**src/rtl/rom_arbiter.sv**
```systemverilog
// Two-port arbiter in front of a combinational instruction/data ROM.
// Fetch and load requesters share a single ROM port. Each access takes three cycles
// (IDLE -> ACCESS -> DONE). Ties are broken round-robin. The load path extracts bytes
// or halves in little-endian order and extends them, and it flags misaligned or
// illegal-size loads.
module rom_arbiter (
  input  logic        clk,
  input  logic        reset,
  input  logic        fetch_req,
  input  logic [9:0]  fetch_addr,
  output logic        fetch_ready,
  output logic [31:0] fetch_data,
  input  logic        load_req,
  input  logic [9:0]  load_addr,
  input  logic [1:0]  load_size,
  input  logic        load_signed,
  output logic        load_ready,
  output logic [31:0] load_data,
  output logic        load_error,
  output logic [9:0]  rom_address,
  input  logic [31:0] rom_data_in,
  output logic        busy
);

  typedef enum logic [1:0] {StIdle, StAccess, StDone} state_e;

  state_e      state_q, state_d;
  // Grant encoding: 0 = fetch, 1 = load.
  logic        last_grant_q, last_grant_d;
  logic        grant_q, grant_d;
  logic [9:0]  addr_q, addr_d;
  logic [1:0]  size_q, size_d;
  logic        signed_q, signed_d;
  logic [31:0] fetch_data_q, load_data_q;
  logic        load_error_q;
  logic        pick_load;
  logic [7:0]  byte_sel;
  logic [15:0] half_sel;
  logic [31:0] shifted;
  logic [31:0] load_value;
  logic        load_bad;

  // Arbitration, request latching and state sequencing.
  always_comb begin
    state_d      = state_q;
    last_grant_d = last_grant_q;
    grant_d      = grant_q;
    addr_d       = addr_q;
    size_d       = size_q;
    signed_d     = signed_q;
    // On a tie, load wins only when fetch was not the loser last time.
    pick_load    = load_req && (!fetch_req || !last_grant_q);
    case (state_q)
      StIdle: begin
        if (fetch_req || load_req) begin
          grant_d      = pick_load;
          last_grant_d = pick_load;
          addr_d       = pick_load ? load_addr : fetch_addr;
          if (pick_load) begin
            size_d   = load_size;
            signed_d = load_signed;
          end
          state_d = StAccess;
        end
      end
      StAccess: state_d = StDone;
      StDone:   state_d = StIdle;
      default:  state_d = StIdle;
    endcase
  end

  // State and latched request registers.
  always_ff @(posedge clk or posedge reset) begin
    if (reset) begin
      state_q      <= StIdle;
      last_grant_q <= 1'b1;
      grant_q      <= 1'b0;
      addr_q       <= '0;
      size_q       <= '0;
      signed_q     <= 1'b0;
    end else begin
      state_q      <= state_d;
      last_grant_q <= last_grant_d;
      grant_q      <= grant_d;
      addr_q       <= addr_d;
      size_q       <= size_d;
      signed_q     <= signed_d;
    end
  end

  // Little-endian lane extraction, extension and alignment check for loads.
  always_comb begin
    shifted    = rom_data_in >> {addr_q[1:0], 3'b000};
    byte_sel   = shifted[7:0];
    half_sel   = addr_q[1] ? rom_data_in[31:16] : rom_data_in[15:0];
    load_value = '0;
    load_bad   = 1'b0;
    case (size_q)
      2'd0: load_value = signed_q ? {{24{byte_sel[7]}}, byte_sel} : {24'b0, byte_sel};
      2'd1: begin
        load_bad   = addr_q[0];
        load_value = signed_q ? {{16{half_sel[15]}}, half_sel} : {16'b0, half_sel};
      end
      2'd2: begin
        load_bad   = (addr_q[1:0] != 2'b00);
        load_value = rom_data_in;
      end
      default: load_bad = 1'b1;
    endcase
  end

  // Capture ROM data into the granted port at the ACCESS->DONE edge.
  always_ff @(posedge clk or posedge reset) begin
    if (reset) begin
      fetch_data_q <= '0;
      load_data_q  <= '0;
      load_error_q <= 1'b0;
    end else if (state_q == StAccess) begin
      if (grant_q) begin
        load_data_q  <= load_bad ? 32'b0 : load_value;
        load_error_q <= load_bad;
      end else begin
        fetch_data_q <= rom_data_in;
      end
    end
  end

  // Outputs decoded from the current state.
  always_comb begin
    busy        = (state_q != StIdle);
    rom_address = (state_q == StAccess) ? {addr_q[9:2], 2'b00} : 10'b0;
    fetch_ready = (state_q == StDone) && !grant_q;
    load_ready  = (state_q == StDone) && grant_q;
    load_error  = load_ready && load_error_q;
    fetch_data  = fetch_data_q;
    load_data   = load_data_q;
  end

endmodule
```
**config.mk**
```make
export PLATFORM = sky130hd
export DESIGN_NAME = rom_arbiter
export DESIGN_NICKNAME = d
export VERILOG_FILES = /design/src/rtl/rom_arbiter.sv
export SDC_FILE = /design/constraint.sdc
export NUM_CORES = 1
export LEC_CHECK = 0
export BUFFER_PORTS_ARGS = -buffer_cell sky130_fd_sc_hd__buf_2
export CELL_PAD_IN_SITES_DETAIL_PLACEMENT = 1
export CELL_PAD_IN_SITES_GLOBAL_PLACEMENT = 1
export CORE_AREA = 2 2 126 128
export CTS_CLUSTER_SIZE = 30
export DETAILED_ROUTE_END_ITERATION = 7
export DIE_AREA = 0 0 128 130
export GPL_ROUTABILITY_DRIVEN = 0
export PLACE_DENSITY = 0.58
export SKIP_LAST_GASP = 1
export SLEW_MARGIN = 20
export SYNTH_ARGS = -nofsm -noshare
export SYNTH_HDL_FRONTEND = slang
export SYNTH_SLANG_ARGS = --single-unit
```
**constraint.sdc**
```tcl
create_clock -name clk -period 5.2 [get_ports clk]
set_clock_uncertainty 0.15 [all_clocks]
set_input_delay 0.52 -clock clk [delete_from_list [all_inputs] [get_ports clk]]
set_output_delay 0.52 -clock clk [all_outputs]
set_load 0.02 [all_outputs]
```
==> flow_summary.json <==
{
  "hold_viol_final": 0,
  "dr.pass1.iters": 7,
  "rsz0062_at_grt": "no",
  "drtIter0Drc": 147,
  "cts_tree": "built",
  "die_area_sq_mm": 0.0166,
  "critPathKind": "flip-flop to flip-flop",
  "status": "completed",
  "power_mw": 3.35,
  "grt_use_total_pct": 14.0,
  "synth_area_sq_mm": 0.00377,
  "min_period_ps": 2830,
  "clk_path_buf_depth": 2,
  "syn_inst": 304,
  "hold_class": "primary input to asynchronous set/reset pin",
  "fp-row-count": 46,
  "max_slew.worst_pin.slew_ps": 996,
  "overflow": 0,
  "fmax_mhz": 354,
  "clock-sinks": 82,
  "nNetsFinal": 491,
  "antenna_found_initial": 0,
  "io_pins": 137,
  "finalSetupViolations": 0,
  "htreeDepth": 3,
  "synth.distinct_cells": 48,
  "wire_per_inst_microns": 17.9,
  "port-buffer-count": 134,
  "path_clk_slew_ps": 60,
  "antennaDiodeCount": 0,
  "period_share_pct": 54.3,
  "chipHeight_microns": 130,
  "drc": 0,
  "synth_top_area_share_pct": 53.8,
  "synth_edf_count": 0,
  "cts_hold_buf": 0,
  "dp.cells": 613,
  "ir_drop_mv": 0.188,
  "synthFlopType": "dfrtp_1",
  "yosysTopAreaCell": "dfrtp_1",
  "postCtsResizedCells": 0,
  "yosysSeqAreaShare_pct": 54.5,
  "layoutNonFillerInstCount": 629,
  "yosysMostFrequentCell": "dfrtp_1",
  "cap_violations": 0,
  "cp.arrival_ps": 2960,
  "num_vias": 2946,
  "postCtsSetupBuffers": 0,
  "synth_top_cells_by_count": "81 x dfrtp_1, 37 x mux2_2, 20 x nand2_1",
  "grt_pass1_wl_microns": 17300,
  "hold_ws_ps": 217,
  "synth.area.top_cells": "dfrtp_1 54%, mux2_2 11%, mux2i_1 3.5%, a221o_2 3.0%, nand2_1 2.0%",
  "dp_worst_setup_slack_ps": 2400,
  "yosys_warnings": 0,
  "cts_root_buf": "clkbuf_16",
  "leakage_nw": 2.39,
  "worst_slack_ps": 2370,
  "synth.avg_cell_area_sq_um": 12.4,
  "tritoncts.num_buffers": 9,
  "power_density_mw_per_mm2": 684,
  "end_kind": "flip-flop",
  "grt_max_degree": 83,
  "start_kind": "flip-flop",
  "synthArstFlopShare_pct": 100,
  "drive_above_1_share_pct": 48.1,
  "finalMaxSlewViolations": 0,
  "die_x_microns": 128,
  "synth-seq-cells": 82,
  "finalSetupTns_ps": 0,
  "crit_fanout": 24,
  "coreArea_sq_mm": 0.0154,
  "grt_pass1_vias": 2983,
  "post_drt_via_cell_ratio": 4.68,
  "clock_latency_ps": 340,
  "wirelength_microns": 11300,
  "ant_nets": 0,
  "worstPathRequired_ps": 5330,
  "dp_hpwl_microns": 8510,
  "syn_to_final_growth_pct": 30.1,
  "initial_core_util_pct": 24.4,
  "relSlewSlack_pct": 33.4
}
path summary, 6_finish.rpt:
path / end / depth (start not counted) / slack [ps] / startpoint
max: load_data[21] / 5 / 2370 / state_q[1]
min: fetch_data[13] / 3 / 220 / reset
max reg2reg: load_data[21] / 5 / 2370 / state_q[1]
min reg2reg: fetch_data[23] / 1 / 330 / fetch_data[23]
max in group asynchronous: load_data[0] / 3 / 4160 / reset
min in group clk: signed_q / 2 / 260 / load_signed
layout by cell type (no fill, tap or decap), types with 5 or more instances in the layout:
| cell type | instances |
|---|---|
| buf_2 | 134 |
| dfrtp_1 | 81 |
| mux2_2 | 37 |
| nand2_1 | 20 |
| nor2_1 | 17 |
| mux2i_1 | 13 |
| a21oi_1 | 12 |
| o21ai_0 | 12 |
| and2_1 | 11 |
| a221o_2 | 10 |
| clkbuf_16 | 9 |
| a22oi_1 | 6 |
| a221o_1 | 6 |
| nand2b_1 | 5 |
| inv_1 | 5 |
| a222oi_1 | 5 |
per-layer routing:
layer	global-route usage [%]	routed length [microns]	vias to the layer above
met3	3.36	654	16
met4	6.01	244	0
met5	0	0	-
met2	22.0	5210	110
li1	-	-	1377
met1	18.6	5160	1443
cells by family (layout without fill, tap and decap cells):
| logic type | count (synthesis) | after routing | share of synthesized area [%] |
|---|---|---|---|
| muxes | 54 | 54 | 16.0 |
| DFF | 82 | 82 | 54.5 |
| buffers and inverters | 27 | 159 | 4.29 |
| AOI/OAI and AO/OA | 75 | 75 | 15.9 |
| other | 1 | 2 | 0.0996 |
| and+or+nand+nor | 65 | 65 | 9.14 |
sequential cells by signal (all words and copies together) (netlist names):
name / cells
fetch_data: 32
load_data: 32
last_grant_q: 1
state_q: 2
grant_q: 1
load_error_q: 1
size_q: 2
signed_q: 1
addr_q: 10
layout make-up:
cell class / count / area, sq um
multi-input cells: 196 / 1560
clock inverters: 3 / 45.0
flip-flops and latches: 82 / 2050
fillers: 1759 / 10500
well taps: 192 / 240
clock buffers: 13 / 280
inverters: 6 / 23.8
repair buffers: 137 / 697
worst max-delay path, cell delays in order (launching register included):
cell,delay (ps)
dfrtp_1,410
nand3b_1,760
buf_4,490
a21oi_4,170
and3_1,550
a221o_2,220
where the power goes:
part           leakage (nW)  total [mW]  internal [mW]  switching (mW)
sequential             1.02        1.16          0.936           0.227
combinational          1.22        1.50          0.621           0.880
clock                 0.154       0.683          0.424           0.259
metrics by stage:
step           utilization [%]  cell area [sq um]
2_1_floorplan                -               3770
3_3_place_gp              29.6               4570
3_5_place_dp              29.6               4570
4_1_cts                   31.7               4890
5_1_grt                   31.8               4900
6_report                  31.8               4900
Note: power is estimated with default switching activity, not from simulation.
